## config.mk

```make
export PLATFORM = sky130hd
export DESIGN_NAME = uart_tx_cfg
export DESIGN_NICKNAME = d
export VERILOG_FILES = /design/src/rtl/uart_tx_cfg.sv
export SDC_FILE = /design/constraint.sdc
export NUM_CORES = 1
export LEC_CHECK = 0
export CORE_MARGIN = 5
export CORE_UTILIZATION = 35
export DETAILED_ROUTE_END_ITERATION = 12
export PLACE_DENSITY = 0.53
export SETUP_SLACK_MARGIN = 0.05
export SYNTH_ARGS = -nofsm -noshare
export SYNTH_HDL_FRONTEND = slang
export SYNTH_SLANG_ARGS = --single-unit
```

## constraint.sdc

```tcl
create_clock -name clk -period 3.45 [get_ports clk]
set_clock_uncertainty 0.15 [all_clocks]
set_input_delay 0.5175 -clock clk [delete_from_list [all_inputs] [get_ports clk]]
set_output_delay 0.5175 -clock clk [all_outputs]
set_load 0.05 [all_outputs]
```

## src/rtl/uart_tx_cfg.sv

```systemverilog
// uart_tx_cfg: UART transmitter with a configurable frame format, its own
// frame-aligned baud divider and a transmit FIFO behind a valid/ready input.
module uart_tx_cfg #(
  parameter int CLK_FREQ  = 25_000_000,
  parameter int BAUD_RATE = 115200,
  parameter int DATA_BITS = 8,
  parameter int PARITY    = 0,
  parameter int STOP_BITS = 1,
  parameter int DEPTH     = 16
) (
  input  logic                   clk,
  input  logic                   rst,
  input  logic [DATA_BITS-1:0]   in_data,
  input  logic                   in_valid,
  output logic                   in_ready,
  output logic                   tx,
  output logic                   busy,
  output logic [$clog2(DEPTH):0] fifo_count
);

  localparam int DIV = (CLK_FREQ + BAUD_RATE / 2) / BAUD_RATE;
  localparam int AW  = $clog2(DEPTH);
  localparam int PW  = AW + 1;
  localparam int CW  = (DIV > 2) ? $clog2(DIV) : 1;
  localparam int BW  = 4;

  // Reject configurations the datapath cannot represent.
  generate
    if (DIV < 2) begin : g_bad_div
      $error("uart_tx_cfg: clock-to-baud ratio must give at least 2 cycles per bit");
    end
    if (DATA_BITS < 5 || DATA_BITS > 9) begin : g_bad_data_bits
      $error("uart_tx_cfg: DATA_BITS must be 5..9");
    end
    if (PARITY < 0 || PARITY > 2) begin : g_bad_parity
      $error("uart_tx_cfg: PARITY must be 0, 1 or 2");
    end
    if (STOP_BITS < 1 || STOP_BITS > 2) begin : g_bad_stop_bits
      $error("uart_tx_cfg: STOP_BITS must be 1 or 2");
    end
    if (DEPTH < 2 || (DEPTH & (DEPTH - 1)) != 0) begin : g_bad_depth
      $error("uart_tx_cfg: DEPTH must be a power of two, at least 2");
    end
  endgenerate

  typedef enum logic [2:0] {
    ST_IDLE,
    ST_START,
    ST_DATA,
    ST_PARITY,
    ST_STOP
  } state_t;

  state_t                 state, state_d;
  logic [DATA_BITS-1:0]   mem [DEPTH];
  logic [PW-1:0]          wr_ptr, rd_ptr;
  logic [PW-1:0]          count;
  logic                   full, empty, push, pop;
  logic [DATA_BITS-1:0]   head;
  logic                   head_par;
  logic [DATA_BITS-1:0]   shreg, shreg_d;
  logic                   par_bit, par_bit_d;
  logic [CW-1:0]          baud_cnt, baud_d;
  logic [BW-1:0]          bit_cnt, bit_d;
  logic                   tick;
  logic                   tx_d;

  // FIFO status comes only from the registered pointers, so in_ready never
  // depends combinationally on this cycle's pop.
  assign count      = wr_ptr - rd_ptr;
  assign full       = (count == PW'(DEPTH));
  assign empty      = (wr_ptr == rd_ptr);
  assign in_ready   = !full;
  assign push       = in_valid && in_ready;
  assign fifo_count = count;
  assign busy       = (state != ST_IDLE);

  // Parity of the word about to be loaded: odd makes the total count of ones odd.
  assign head     = mem[rd_ptr[AW-1:0]];
  assign head_par = (PARITY == 1) ? ~(^head) : (^head);
  assign tick     = (baud_cnt == CW'(DIV - 1));

  // Storage array; written on an accepted push, never reset.
  always_ff @(posedge clk) begin
    if (push && !rst) begin
      mem[wr_ptr[AW-1:0]] <= in_data;
    end
  end

  // FIFO pointers; reset flushes everything queued.
  always_ff @(posedge clk) begin
    if (rst) begin
      wr_ptr <= '0;
      rd_ptr <= '0;
    end else begin
      if (push) wr_ptr <= wr_ptr + PW'(1);
      if (pop)  rd_ptr <= rd_ptr + PW'(1);
    end
  end

  // Frame state, counters, shift register and the registered line output.
  always_ff @(posedge clk) begin
    if (rst) begin
      state    <= ST_IDLE;
      shreg    <= '0;
      par_bit  <= 1'b0;
      baud_cnt <= '0;
      bit_cnt  <= '0;
      tx       <= 1'b1;
    end else begin
      state    <= state_d;
      shreg    <= shreg_d;
      par_bit  <= par_bit_d;
      baud_cnt <= baud_d;
      bit_cnt  <= bit_d;
      tx       <= tx_d;
    end
  end

  // Next-state logic; tx is derived from the next state so the line changes
  // on the same edge the FSM enters each bit.
  always_comb begin
    state_d   = state;
    shreg_d   = shreg;
    par_bit_d = par_bit;
    baud_d    = '0;
    bit_d     = bit_cnt;
    pop       = 1'b0;
    tx_d      = 1'b1;

    if (state != ST_IDLE) begin
      baud_d = tick ? '0 : baud_cnt + CW'(1);
    end

    case (state)
      ST_IDLE: begin
        if (!empty) begin
          pop       = 1'b1;
          shreg_d   = head;
          par_bit_d = head_par;
          bit_d     = '0;
          state_d   = ST_START;
        end
      end
      ST_START: begin
        if (tick) begin
          bit_d   = '0;
          state_d = ST_DATA;
        end
      end
      ST_DATA: begin
        if (tick) begin
          if (bit_cnt == BW'(DATA_BITS - 1)) begin
            bit_d   = '0;
            state_d = (PARITY != 0) ? ST_PARITY : ST_STOP;
          end else begin
            bit_d   = bit_cnt + BW'(1);
            shreg_d = shreg >> 1;
          end
        end
      end
      ST_PARITY: begin
        if (tick) begin
          bit_d   = '0;
          state_d = ST_STOP;
        end
      end
      ST_STOP: begin
        if (tick) begin
          if (bit_cnt == BW'(STOP_BITS - 1)) begin
            bit_d = '0;
            if (!empty) begin
              pop       = 1'b1;
              shreg_d   = head;
              par_bit_d = head_par;
              state_d   = ST_START;
            end else begin
              state_d = ST_IDLE;
            end
          end else begin
            bit_d = bit_cnt + BW'(1);
          end
        end
      end
      default: begin
        state_d = ST_IDLE;
      end
    endcase

    case (state_d)
      ST_START:  tx_d = 1'b0;
      ST_DATA:   tx_d = shreg_d[0];
      ST_PARITY: tx_d = par_bit_d;
      default:   tx_d = 1'b1;
    endcase
  end

endmodule

```

==> flow_summary.ini, run 1 <==
[synth]
async_reset_ff_frac = 0
syn_inst = 446
yosysTopAreaCell = edfxtp_1
synth.top_cell.area_share = 0.553
synth_edf_count = 128
yosysSeqAreaShare = 0.666
yosysUniqueCellTypes = 47
synth.net_count = 471
synth-seq-cells = 167
yosysWarnings = 0
synthTopCellsByArea = edfxtp_1, dfxtp_1, mux4_2
synth_area_sq_um = 6950
avgSynthCellArea_sq_um = 15.6
synth_flop_cell = edfxtp_1

[worst_setup_path]
start_kind = flip-flop
cp.arrival_ps = 2520
path_buf_inv = 2
required_ps = 2780
rr_endpoint = mem[2][6]
ff2ff_path_depth = 11
crit_family = adder cells
slowest_delay_ps = 480
worst-setup-path-type = reg -> out
path_max_fanout = 4
critical_path.cell_chain = inv_1, ha_1, fa_1, xnor2_4, nor3_1, o2111ai_4, buf_4
crit_path_end_kind = output port
slowest_stage = fa_1
r2r_slack_ps = 300
regToRegStartpoint = wr_ptr[0]

[clock_network]
clock_path_buffers = 2
cts.sinks = 167
numCtsBuffers = 17
clkLatencyLatePin_ps = 420
clock-root-buffer = clkbuf_16
cts_tree = done
ctsHtreeMaxLevel = 4
postCtsHoldBufs = 0
clk_pin_slew_ps = 60
post_cts_buffers = 0

[hold_path]
min_from = baud_cnt[0]
worstHoldPathCells = 1
hp-class = reg -> reg
hold_path_end = baud_cnt[0]

[final_layout]
final_area_sq_um = 8030
n_antenna_cell = 0
area_growth_syn_to_layout_pct = 15.6
layout_common_cells = edfxtp_1, dfxtp_1, nor2_1
drive_gt1_frac = 0.176
layout_commonest_cell = edfxtp_1
nets = 496

[placement]
dp_hpwl_mm = 9.84
io_buffers = 18
dpl_worst_slack_ps = 130
dpl_cell_area_sq_um = 7450
gp_congestion = 0.846

[sta]
slew_headroom = 0.497
hold_slack_ps = 336
worst_slack_ps = 260
fin_tns_setup_ps = 0
setup_viol = 0
maxClockFrequency_mhz = 314
worst-slew-pin-transition_ps = 753
rsz0062_at_grt = no
report.final.slew_viol_count = 0
hold_violations = 0
post-route-min-period_ps = 3190
min_period_over_period = 0.925

[detailed_routing]
post-route-drc-count = 0
drt-pass1-iter-count = 5
vias = 3840
avgViaCountPerCell = 5.13
wl_mm = 14.6
drt_iter0_markers = 232
wl_per_cell_microns = 19.5
ant_nets = 0

[floorplan]
die_h_microns = 151
rows = 51
core-area_sq_um = 19500
pin_count = 19
start_util = 0.356
dieArea_sq_um = 22800
dieWidth_microns = 151

[power_and_ir_drop]
powerDensity_nw_per_um2 = 738
vdd_drop_max_v = 0.000370
leakage_nw = 2.68

[global_routing]
grt_pass1_vias = 3783
antenna_found_initial = 1
grt_max_degree = 33
grt_pass1_wl_mm = 22.7
track_usage = 0.136
globalRouteOverflowTotal = 0

[job]
drv_cap = 0

[outcome]
status = finished, final reports clean
-- repair_timing --
action / 4_1_cts / 5_1_grt
resized for setup: 1 / 12
endpoints found under the setup margin: 1 / 129
gates cloned: 0 / 0
-- area by class of cell --
| type | instances | area, sq um |
|---|---|---|
| flip-flops and latches | 167 | 4630 |
| fillers | 1785 | 11500 |
| repair buffers | 24 | 234 |
| inverters | 16 | 60.1 |
| clock inverters | 14 | 138 |
| multi-input cells | 245 | 2220 |
| clock buffers | 17 | 425 |
| well taps | 265 | 332 |
-- worst max-delay path by stage --
stage | start | endpoint | slack [ps] | cells after the start
finish | wr_ptr[0] | in_ready | 260 | 7
global route | wr_ptr[0] | mem[10][2] | 50 | 11
CTS | wr_ptr[0] | fifo_count[2] | 90 | 5
detailed placement | wr_ptr[0] | mem[14][0] | 130 | 11
global placement | wr_ptr[0] | mem[13][4] | 260 | 11
floorplan | wr_ptr[0] | mem[15][0] | 60 | 10
-- cell usage after synthesis (all sizes together), types with 7 or more instances --
cell    instances
a22oi          24
a21oi          16
nor2b           7
ha             13
nand3          11
dfxtp          39
xnor2          15
mux4           32
and3           16
inv            16
nor2           32
nand2          22
buf            12
edfxtp        128
xor2            8
-- report_power, final --
| group | leakage (nW) | switching, mW | internal (mW) |
|---|---|---|---|
| Combinational | 0.933 | 0.992 | 0.714 |
| Clock | 0.273 | 0.827 | 1.01 |
| Sequential | 1.47 | 0.0950 | 2.29 |
-- routing by layer --
metal / GRT usage / up-vias / wire length (microns) / part of all wire
met5: 0 / - / 0 / 0
met4: 0.0326 / 0 / 99 / 0.0068
met3: 0.0410 / 8 / 878 / 0.060
met2: 0.208 / 97 / 6930 / 0.47
met1: 0.193 / 1957 / 6710 / 0.46
li1: - / 1778 / - / -
-- state kept, by name, indices dropped and copies added, names as in the netlist, named ones only --
name,flops
bit_cnt,4
rd_ptr,5
shreg,8
par_bit,1
wr_ptr,5
baud_cnt,8
mem,128
state,3
tx,1
-- cells by family after synthesis --
kind of cell,Yosys count,synth area share
AOI/OAI and AO/OA,61,0.0592
xor gates and xnor gates,23,0.0290
adders and majority gates,14,0.0263
buffers and inverters,34,0.0241
DFF,167,0.666
muxes,34,0.112
and+or+nand+nor,113,0.0837
-- through the flow --
step	utilization	power, mW	std cells
floorplan	-	3.71	446
global placement	0.382	4.14	717
detailed placement	0.382	4.16	717
CTS	0.410	5.99	748
global route	0.411	6.24	748
finish	0.411	5.93	748
No activity file was read; power rests on OpenSTA's default activity.
==> inputs of run 2 (changes only) <==
--- a/config.mk
+++ b/config.mk
@@ -5,10 +5,12 @@
 export SDC_FILE = /design/constraint.sdc
 export NUM_CORES = 1
 export LEC_CHECK = 0
-export CORE_MARGIN = 5
+export ABC_CLOCK_PERIOD_IN_PS = 3450
+export CELL_PAD_IN_SITES_DETAIL_PLACEMENT = 1
+export CELL_PAD_IN_SITES_GLOBAL_PLACEMENT = 1
 export CORE_UTILIZATION = 35
 export DETAILED_ROUTE_END_ITERATION = 12
-export PLACE_DENSITY = 0.53
+export PLACE_DENSITY = 0.6
 export SETUP_SLACK_MARGIN = 0.05
 export SYNTH_ARGS = -nofsm -noshare
 export SYNTH_HDL_FRONTEND = slang
==> flow_summary.ini, run 2 (synthesized netlist as in run 1, its figures left out) <==
[floorplan]
core-area_sq_um = 19500
dieArea_sq_um = 20400
rows = 51
start_util = 0.357
die_h_microns = 143
dieWidth_microns = 143
pin_count = 19

[placement]
gp_congestion = 0.786
io_buffers = 18
dp_hpwl_mm = 10.4
dp.cells = 719

[worst_setup_path]
crit_family = adder cells
path_buf_inv = 2
required_ps = 2780
path_max_fanout = 4
critical_path.cell_chain = inv_1, ha_1, fa_1, xnor2_4, nor3_1, o2111ai_4, buf_4
start_kind = flip-flop
crit_path_end_kind = output port
cp.arrival_ps = 2520
slowest_stage = fa_1
worst-setup-path-type = reg -> out
crit_start = wr_ptr[0]
regToRegStartpoint = wr_ptr[0]
slowest_delay_ps = 480

[final_layout]
drive_gt1_frac = 0.177
largest_reg_flops = 128
final_core_util = 0.414
n_antenna_cell = 0
area_growth_syn_to_layout_pct = 16.1
final_cells = 751
nets = 498
seqCellArea_sq_um = 4630
layout_commonest_cell = edfxtp_1
multi_input_area_sq_um = 2210
layout_common_cells = edfxtp_1, dfxtp_1, nor2_1
fillCellCount = 1917

[clock_network]
ctsHtreeMaxLevel = 4
numCtsBuffers = 17
clk_pin_slew_ps = 70
postCtsHoldBufs = 0
clock_path_buffers = 2
cts.sinks = 167
clock-root-buffer = clkbuf_16
clkLatencyLatePin_ps = 430
post_cts_buffers = 0
cts_tree = done

[sta]
min_period_over_period = 0.923
rsz0062_at_grt = yes
maxClockFrequency_mhz = 314
post-route-min-period_ps = 3180
report.final.slew_viol_count = 0
setup_viol = 0
slew_headroom = 0.513
hold_violations = 0
fin_tns_setup_ps = 0
worst-slew-pin-transition_ps = 729

[outcome]
status = finished, final reports clean

[detailed_routing]
vias = 3813
avgViaCountPerCell = 5.08
post-route-drc-count = 0
drt-pass1-iter-count = 4
ant_nets = 0
wl_per_cell_microns = 20.4
wl_mm = 15.3
drt_iter0_markers = 319

[global_routing]
track_usage = 0.164
grt_max_degree = 33
antenna_found_initial = 0
globalRouteOverflowTotal = 0
grt_pass1_wl_mm = 23.5
grt_pass1_vias = 3942

[power_and_ir_drop]
leakage_nw = 2.69
comb_power_share = 0.292
internal_power_mw = 3.99
vdd_drop_max_v = 0.000325
p_sw_frac = 0.332
p_clk_frac = 0.310
powerDensity_nw_per_um2 = 741
p_seq_frac = 0.399
p_switching_mw = 1.98

[job]
drv_cap = 0

[hold_path]
min_from = baud_cnt[0]
hp-class = reg -> reg
==> run 2: worst paths after layout <==
| kind | end | slack, ps | cells after the start |
|---|---|---|---|
| setup / recovery | in_ready | 270 | 7 |
| hold / removal | baud_cnt[0] | 330 | 1 |
| setup reg to reg | mem[12][3] | 310 | 11 |
| hold reg to reg | baud_cnt[0] | 330 | 1 |
==> run 2: power groups by stage <==
| stage | clock (mW) | combinational, mW | sequential, mW |
|---|---|---|---|
| 6_report | 1.85 | 1.74 | 2.38 |
| 5_1_grt | 1.97 | 1.89 | 2.40 |
| 4_1_cts | 1.89 | 1.78 | 2.39 |
| 3_5_place_dp | 0 | 1.78 | 2.43 |
| 3_3_place_gp | 0 | 1.76 | 2.43 |
| 2_1_floorplan | 0 | 1.30 | 2.40 |
==> run 2: cell type report <==
class	instances	area share
Clock buffer	18	0.0532
Tap cell	265	0.0411
Sequential cell	167	0.574
Inverter	16	0.00745
Clock inverter	14	0.0194
Multi-Input combinational cell	245	0.274
Timing Repair Buffer	26	0.0309
==> run 2: repair_timing <==
action,4_1_cts,5_1_grt
setup endpoints to repair,1,114
hold endpoints to repair,0,0
gates resized for setup,1,8
pin swaps,0,0
==> run 2: per-layer routing <==
layer	wire [microns]	global-route usage	vias up	part of all wire
met5	0	0	-	0
met4	268	0.0623	0	0.017
met3	563	0.0409	18	0.037
met2	7420	0.254	60	0.48
met1	7060	0.221	1959	0.46
li1	-	-	1776	-
==> run 2: stage by stage <==
stage	instance area (sq um)	hold slack [ps]	total power, mW	setup WS, ps
3_5_place_dp	7470	319	4.21	206
2_1_floorplan	7000	287	3.71	64.8
6_report	8060	334	5.98	267
4_1_cts	8050	340	6.06	96.3
3_3_place_gp	7470	307	4.18	290
5_1_grt	8060	402	6.26	13.4
==> run 2: worst register-to-register path, delay by kind of cell, from the launching register on <==
| family | cells | cell delay [ps] |
|---|---|---|
| flops | 1 | 380 |
| simple gates | 4 | 830 |
| fa+ha+maj | 2 | 720 |
| buf+inv | 2 | 330 |
| compound gates | 3 | 430 |
